**config.mk**
```make
export PLATFORM = sky130hd
export DESIGN_NAME = fifo_sync
export DESIGN_NICKNAME = d
export VERILOG_FILES = /design/src/rtl/fifo_sync_pkg.sv /design/src/rtl/fifo_ram.sv /design/src/rtl/fifo_sync.sv
export SDC_FILE = /design/constraint.sdc
export NUM_CORES = 1
export LEC_CHECK = 0
export CAP_MARGIN = 10
export CORE_MARGIN = 2
export CORE_UTILIZATION = 50
export CTS_CLUSTER_DIAMETER = 40
export DETAILED_ROUTE_END_ITERATION = 6
export PLACE_DENSITY_LB_ADDON = 0.25
export SETUP_SLACK_MARGIN = 0.02
export SLEW_MARGIN = 0
export SYNTH_ARGS = -nofsm -noshare
export SYNTH_HDL_FRONTEND = slang
export SYNTH_SLANG_ARGS = --single-unit
```
**constraint.sdc**
```tcl
create_clock -name CLK -period 6.86 [get_ports CLK]
set_input_delay 1.372 -clock CLK [delete_from_list [all_inputs] [get_ports CLK]]
set_output_delay 1.372 -clock CLK [all_outputs]
set_load 0.005 [all_outputs]
```
**src/rtl/fifo_sync_pkg.sv**
```systemverilog
// Shared helpers for the synchronous FIFO: address-width function and read-mode constants.
package fifo_sync_pkg;

  localparam int FWFT_STD  = 0;
  localparam int FWFT_FALL = 1;

  function automatic int clog2(input int value);
    int r;
    r = 0;
    while ((1 << r) < value) r++;
    return r;
  endfunction

endpackage

```
**src/rtl/fifo_ram.sv**
```systemverilog
// Simple dual-port RAM with registered read; no reset on storage so it maps onto block RAM.
module fifo_ram #(
  parameter int DATA_WIDTH = 8,
  parameter int DEPTH      = 16,
  parameter int AW         = 4
) (
  input  logic                  CLK,
  input  logic                  wr_en,
  input  logic [AW-1:0]         wr_addr,
  input  logic [DATA_WIDTH-1:0] wr_data,
  input  logic                  rd_en,
  input  logic [AW-1:0]         rd_addr,
  output logic [DATA_WIDTH-1:0] rd_data
);

  logic [DATA_WIDTH-1:0] mem [DEPTH];

  always_ff @(posedge CLK) begin
    if (wr_en) mem[wr_addr] <= wr_data;
    if (rd_en) rd_data <= mem[rd_addr];
  end

endmodule

```
**src/rtl/fifo_sync.sv**
```systemverilog
// Single-clock FIFO: pointers, occupancy, registered flags, sticky errors and the
// standard / first-word-fall-through output stage around a block-RAM store.
module fifo_sync
  import fifo_sync_pkg::*;
#(
  parameter int DATA_WIDTH   = 8,
  parameter int DEPTH        = 16,
  parameter int AFULL_LEVEL  = 14,
  parameter int AEMPTY_LEVEL = 2,
  parameter int FWFT         = 0
) (
  input  logic                    CLK,
  input  logic                    RESET_N,
  input  logic                    CLEAR,
  input  logic                    WR_EN,
  input  logic [DATA_WIDTH-1:0]   WR_DATA,
  input  logic                    RD_EN,
  output logic [DATA_WIDTH-1:0]   RD_DATA,
  output logic                    RD_VALID,
  output logic                    FULL,
  output logic                    EMPTY,
  output logic                    ALMOST_FULL,
  output logic                    ALMOST_EMPTY,
  output logic [clog2(DEPTH):0]   COUNT,
  output logic                    OVERFLOW,
  output logic                    UNDERFLOW
);

  localparam int AW = clog2(DEPTH);
  localparam int CW = AW + 1;
  localparam logic [CW-1:0] DEPTH_C  = CW'(DEPTH);
  localparam logic [CW-1:0] AFULL_C  = CW'(AFULL_LEVEL);
  localparam logic [CW-1:0] AEMPTY_C = CW'(AEMPTY_LEVEL);
  localparam bit LEGAL = (DEPTH >= 4) && ((DEPTH & (DEPTH - 1)) == 0) &&
                         (AEMPTY_LEVEL < AFULL_LEVEL) && (AFULL_LEVEL <= DEPTH) &&
                         ((FWFT == FWFT_STD) || (FWFT == FWFT_FALL));

  if (!LEGAL) begin : g_bad_params
    $fatal(1, "fifo_sync: illegal DEPTH/AFULL_LEVEL/AEMPTY_LEVEL/FWFT parameters");
  end

  logic [AW-1:0]         wr_ptr, rd_ptr, wr_ptr_nxt, rd_ptr_nxt;
  logic [CW-1:0]         count_nxt;
  logic                  wr_acc, rd_acc;
  logic                  ram_rd_en;
  logic [AW-1:0]         ram_rd_addr;
  logic [DATA_WIDTH-1:0] ram_q;

  always_comb begin
    wr_acc     = WR_EN & ~FULL & ~CLEAR;
    rd_acc     = RD_EN & ~EMPTY & ~CLEAR;
    wr_ptr_nxt = CLEAR ? '0 : wr_ptr + AW'(wr_acc);
    rd_ptr_nxt = CLEAR ? '0 : rd_ptr + AW'(rd_acc);
    count_nxt  = CLEAR ? '0 : COUNT + CW'(wr_acc) - CW'(rd_acc);
  end

  always_ff @(posedge CLK or negedge RESET_N) begin
    if (!RESET_N) begin
      wr_ptr       <= '0;
      rd_ptr       <= '0;
      COUNT        <= '0;
      FULL         <= 1'b0;
      EMPTY        <= 1'b1;
      ALMOST_FULL  <= 1'b0;
      ALMOST_EMPTY <= 1'b1;
      OVERFLOW     <= 1'b0;
      UNDERFLOW    <= 1'b0;
    end else begin
      wr_ptr       <= wr_ptr_nxt;
      rd_ptr       <= rd_ptr_nxt;
      COUNT        <= count_nxt;
      FULL         <= (count_nxt == DEPTH_C);
      EMPTY        <= (count_nxt == '0);
      ALMOST_FULL  <= (count_nxt >= AFULL_C);
      ALMOST_EMPTY <= (count_nxt <= AEMPTY_C);
      if (CLEAR) begin
        OVERFLOW  <= 1'b0;
        UNDERFLOW <= 1'b0;
      end else begin
        if (WR_EN && FULL)  OVERFLOW  <= 1'b1;
        if (RD_EN && EMPTY) UNDERFLOW <= 1'b1;
      end
    end
  end

  fifo_ram #(
    .DATA_WIDTH (DATA_WIDTH),
    .DEPTH      (DEPTH),
    .AW         (AW)
  ) u_ram (
    .CLK     (CLK),
    .wr_en   (wr_acc),
    .wr_addr (wr_ptr),
    .wr_data (WR_DATA),
    .rd_en   (ram_rd_en),
    .rd_addr (ram_rd_addr),
    .rd_data (ram_q)
  );

  if (FWFT == FWFT_FALL) begin : g_fwft
    // RAM prefetches the next head every cycle; a write landing on that head
    // in the same cycle would be missed by the read, so it is forwarded.
    logic                  byp_q;
    logic [DATA_WIDTH-1:0] byp_data;

    always_ff @(posedge CLK or negedge RESET_N) begin
      if (!RESET_N) byp_q <= 1'b0;
      else          byp_q <= wr_acc && (wr_ptr == rd_ptr_nxt);
    end

    always_ff @(posedge CLK) byp_data <= WR_DATA;

    assign ram_rd_en   = 1'b1;
    assign ram_rd_addr = rd_ptr_nxt;
    assign RD_DATA     = byp_q ? byp_data : ram_q;
    assign RD_VALID    = ~EMPTY;
  end else begin : g_std
    logic rd_valid_q;

    always_ff @(posedge CLK or negedge RESET_N) begin
      if (!RESET_N) rd_valid_q <= 1'b0;
      else          rd_valid_q <= rd_acc;
    end

    assign ram_rd_en   = rd_acc;
    assign ram_rd_addr = rd_ptr;
    assign RD_DATA     = ram_q;
    assign RD_VALID    = rd_valid_q;
  end

endmodule

```
After elaboration in Yosys (flattened, before gate mapping)

Memory sizes are Yosys's and may differ from the RTL's. A register that Yosys moved wholly into a read port is not among the register bits.
Cells that the tools add are included.

Register bits: 20
Bits in writable memories: 128
Bits of input ports: 13
Output and inout port bits: 20
Logic and storage cells: 39
Memories: 1

Memory list:

| name      | depth | width | rd ports | clocked after Yosys merged registers in | write ports | RTL line       | text |
|---|---|---|---|---|---|---|---|
| u_ram.mem | 16    | 8     | 1        | 1                                       | 1           | fifo_ram.sv:16 | `logic [DATA_WIDTH-1:0] mem [DEPTH];` |

Add/sub/neg operators: 4
Order comparisons: 2
Equal/unequal tests: 1
Muxes and demuxes: 9
Bitwise gates (word level): 7
Reduce and logical (&&, ||, !) cells: 5

Operators with widths:

| cell                                                                             | number |
|---|---|
| 4-bit by 1-bit adder with 4-bit output                                           | 2 |
| 4-bit two-way mux                                                                | 2 |
| 1-bit two-way mux                                                                | 6 |
| 5-bit by 1-bit adder with 5-bit output                                           | 1 |
| 5-bit equality test, second input constant                                       | 1 |
| 5-bit by 4-bit >= comparator with 1-bit output, second input constant            | 1 |
| 5-bit by 2-bit less-or-equal comparator with 1-bit output, second input constant | 1 |
| 5-bit zero test                                                                  | 1 |
| 5-bit two-way mux                                                                | 1 |
| 5-bit by 1-bit subtractor with 5-bit output                                      | 1 |
| 1-bit bitwise AND                                                                | 4 |
| 2-bit nonzero test                                                               | 2 |
| 1-bit NOT                                                                        | 3 |
| 1-bit logical AND                                                                | 2 |

Logic depth before layout (Yosys ltp)

Depth in word-level cells: 7
Depth in mapped cells: 12
Mapped depth without buffers: 11

Cells and area by module

A second synthesis with hierarchy kept.

Cells, all modules: 315
Area, all modules: 6177.2 sq um

Modules (own cells, without submodules):

| module    | times used | cells an instance | area an instance (sq um) | sequential area each (sq um) |
|---|---|---|---|---|
| fifo_ram  | 1          | 229               | 5227.5                   | 4083.9 |
| fifo_sync | 1          | 86                | 949.7                    | 503.0 |

Least setup slack after synthesis

Ideal clock, no wire load.

Kind: in2reg
Start point: input port CLEAR
End point: register FULL
Setup time: 0.121 ns
Arrival: 3.499 ns
Required time: 6.739 ns
Path slack: 3.239 ns
Stages on the path: 12
Buffers on the path: 1
Path through: clkbuf_1 -> inv_1 -> and2_1 -> nand2_1 -> o21ai_0 -> ha_1 -> inv_1 -> fa_1 -> nand2b_1 -> a21oi_1 -> xnor2_1 -> and4bb_2

Elaborated cells on any way between the ends: 7
Classes of those cells: add/sub (2); eq/ne (1); mux (1); bitwise (3)

RTL lines:

| item                                        | RTL line        | text |
|---|---|---|
| start: declaration                          | fifo_sync.sv:14 | `input logic CLEAR,` |
| 1-bit NOT                                   | fifo_sync.sv:51 | `rd_acc = RD_EN & ~EMPTY & ~CLEAR;` |
| 1-bit bitwise AND                           | fifo_sync.sv:51 |  |
| via ram_rd_en                               | fifo_sync.sv:45 | `logic ram_rd_en;` |
| 5-bit by 1-bit subtractor with 5-bit output | fifo_sync.sv:54 | `count_nxt = CLEAR ? '0 : COUNT + CW'(wr_acc) - CW'(rd_acc);` |
| 5-bit two-way mux                           | fifo_sync.sv:54 |  |
| 5-bit equality test                         | fifo_sync.sv:72 | `FULL <= (count_nxt == DEPTH_C);` |
| end signal: assignment                      | fifo_sync.sv:72 |  |
| end: declaration                            | fifo_sync.sv:20 | `output logic FULL,` |

The timed path passes the listed nets, and every way through them passes these cells.
A chain may end at the register's enable or synchronous reset.

Worst setup path in the final report

Same ends and word-level chain as after synthesis.

==> flow_summary.toml <==
[sta]
rsz0062_at_grt = "no"
hold_slack_ns = 0.504
tns_ns = 0
post-route-period-util_pct = 63.1
finalCriticalPeriod_ns = 4.33
fmax_ghz = 0.231
worst_slew_pin_slew_ns = 1.09
finClkSkew_ns = 0.00761
slew_violations = 0
setup_ws_ns = 2.53
slew_headroom_pct = 26.9
setup_viol = 0
hold_viol = 0

[yosys]
synth_ff_type = "edfxtp_1"
yosys_register_bits = 156
syn_nets = 343
yosys_warnings = 0
synth_area_per_cell_um2 = 19.3
synthCells = 321
synth_seq_area_share_pct = 74.0
post_synth_num_cell_types = 36
synthesis.area_mm2 = 0.00620
async_flop_share_pct = 12.8
synth-edff-count = 136

[layout]
final_nets = 384
final_area_mm2 = 0.00724
synthToLayoutAreaGrowth_pct = 16.7
final_common_cell = "edfxtp_1"
layout-drive-gt1-share_pct = 14.4
n_antenna_cell = 0
fin_util_pct = 60.0
final_cell_mix = "edfxtp_1, clkdlybuf4s50_1, nor2_1, mux4_2, clkbuf_16"
fin_cells = 542

[setup_path]
worstPathCellList = "clkdlybuf4s50_1 -> inv_1 -> and2_1 -> nand2_1 -> o21ai_0 -> ha_1 -> inv_1 -> fa_1 -> nand2b_1 -> a21oi_1 -> xnor2_1 -> and4bb_2"
path_buf_inv = 3
crit_family = "simple AND/OR/NAND/NOR gates"
r2r.worst_path.cells = 11
cp_common_cell = "inv_1"
crit_path_max_incr_delay_ns = 0.77
end_kind = "register"
required_ns = 7.16
cp-start-kind = "primary input"
path_max_fanout = 20
slowest_stage = "clkdlybuf4s50_1"
cp.depth = 12
critPathArrivalTime_ns = 4.63
critPathKind = "primary input to register"

[grt]
grt_use_total_pct = 18.9
grt_max_degree = 35
grt_pass1_wl_um = 17700
grt-ovfl-total = 0
grt_pass1_vias = 3082
antenna_found_initial = 0

[clocking]
cts_setup_buffers = 0
cts_tree = "done"
clock_latency_ns = 0.41
clock-root-buffer = "clkbuf_16"
clkSlewWorstSetupHoldPaths_ns = 0.06
post_cts_resized = 0
clock_tree.buffer_depth = 2
cts_made_buffers = 17
cts.sinks = 156
h-tree-depth = 4
cts_hold_buf = 0

[die]
fp.dieArea_mm2 = 0.0133
io_pins = 33
core_mm2 = 0.0121
die_x_um = 115
start_util_pct = 51.4
rows = 40
die_h_um = 115

[place]
post_dp_cell_area_mm2 = 0.00666
dpl.cell_count = 511
place_hpwl_um = 7190
pre_cts_ws_ns = 2.08
io_buffers = 32
place_congestion = 0.729

[drt]
routed_wl_um = 11500
wl_per_cell_um = 21.2
drt_first_pass_iters = 5
vias = 3000
dr.first_iter.drc_count = 310
detail-route-antenna-nets = 0
viasPerCell = 5.54
drc_errors = 0

[min_path]
min_delay_path_depth = 2
min-delay-path-class = "register to register"

[power]
ir_worst_vdd_v = 0.000194
p_leak_nw = 2.45
powerDensity_mw_per_mm2 = 325
p_total_mw = 2.35

[outcome]
status = "finished, final reports clean"

[run]
maxCapViolCount = 0
## kinds of logic (layout without fill, tap and decap cells)
logic type / count (synthesis) / count (layout) / synth area share [%]
DFF: 156 / 156 / 74.0
and+or+nand+nor: 69 / 69 / 5.37
muxes: 32 / 32 / 12.5
AOI/OAI and AO/OA: 25 / 25 / 2.88
buffers and inverters: 22 / 75 / 2.26
adders and majority gates: 9 / 9 / 1.94
xor gates and xnor gates: 8 / 8 / 1.13
## cell type report
class | count | area, um^2
flip-flops and latches | 156 | 4590
clock buffers | 18 | 429
multi-input cells | 143 | 1480
repair buffers | 37 | 358
clock inverters | 13 | 150
inverters | 7 | 26.3
fillers | 873 | 4820
well taps | 168 | 210
## worst paths after layout
path,start,to,slack (ns)
setup / recovery,CLEAR,FULL,2.53
hold / removal,OVERFLOW,OVERFLOW,0.50
setup reg to reg,EMPTY,FULL,3.94
hold reg to reg,OVERFLOW,OVERFLOW,0.50
max in group asynchronous,RESET_N,ram_rd_addr[1],4.75
min in group asynchronous,RESET_N,COUNT[1],1.48
## layer usage
layer  global-route usage [%]  share of wire, %  vias to the layer above
li1                         -                 -                     1359
met1                     25.5                44                     1550
met3                     4.38               4.6                       15
met4                     7.63               1.4                        0
met5                        0                 0                        -
met2                     30.0                50                       76
## flip-flops by register name, summed over array words and instances, names as in the netlist
name	flops
RD_VALID	1
u_ram.rd_data	8
u_ram.mem	128
EMPTY	1
ALMOST_FULL	1
OVERFLOW	1
ALMOST_EMPTY	1
ram_rd_addr	4
UNDERFLOW	1
wr_ptr	4
COUNT	5
FULL	1
## cells in the mapped netlist, types with 3 or more instances
cell / n / area [um^2]
xnor2_1: 4 / 35.0
edfxtp_1: 136 / 4080
mux4_1: 14 / 368
nor2_1: 27 / 101
nand3_1: 3 / 15.0
nor3_1: 4 / 20.0
buf_2: 3 / 15.0
inv_1: 7 / 26.3
a22oi_1: 16 / 120
clkdlybuf4s25_2: 3 / 30.0
xor2_1: 4 / 35.0
dfrtp_1: 18 / 450
buf_6: 4 / 45.0
nand2b_1: 4 / 25.0
nor2b_1: 8 / 50.1
mux4_2: 18 / 405
and2_1: 3 / 18.8
a21oi_1: 4 / 20.0
ha_1: 8 / 100
nand2_1: 14 / 52.6
## report_power, final
group	total (mW)	internal, mW	switching (mW)	leakage, nW
Sequential	1.11	1.08	0.0327	1.49
Clock	0.909	0.565	0.344	0.272
Combinational	0.329	0.169	0.160	0.687
Total	2.35	1.81	0.536	2.45
## worst reg2reg max path, cell delays in order (launching register included)
cell and delay [ns]:
dfstp_2 0.38, nor2b_1 0.17, and2_1 0.48, nand2_1 0.17, o21ai_0 0.12, ha_1 0.19, inv_1 0.05, fa_1 0.39
nand2b_1 0.16, a21oi_1 0.17, xnor2_1 0.25, and4bb_2 0.28
Power figures use the tool's default switching activity.
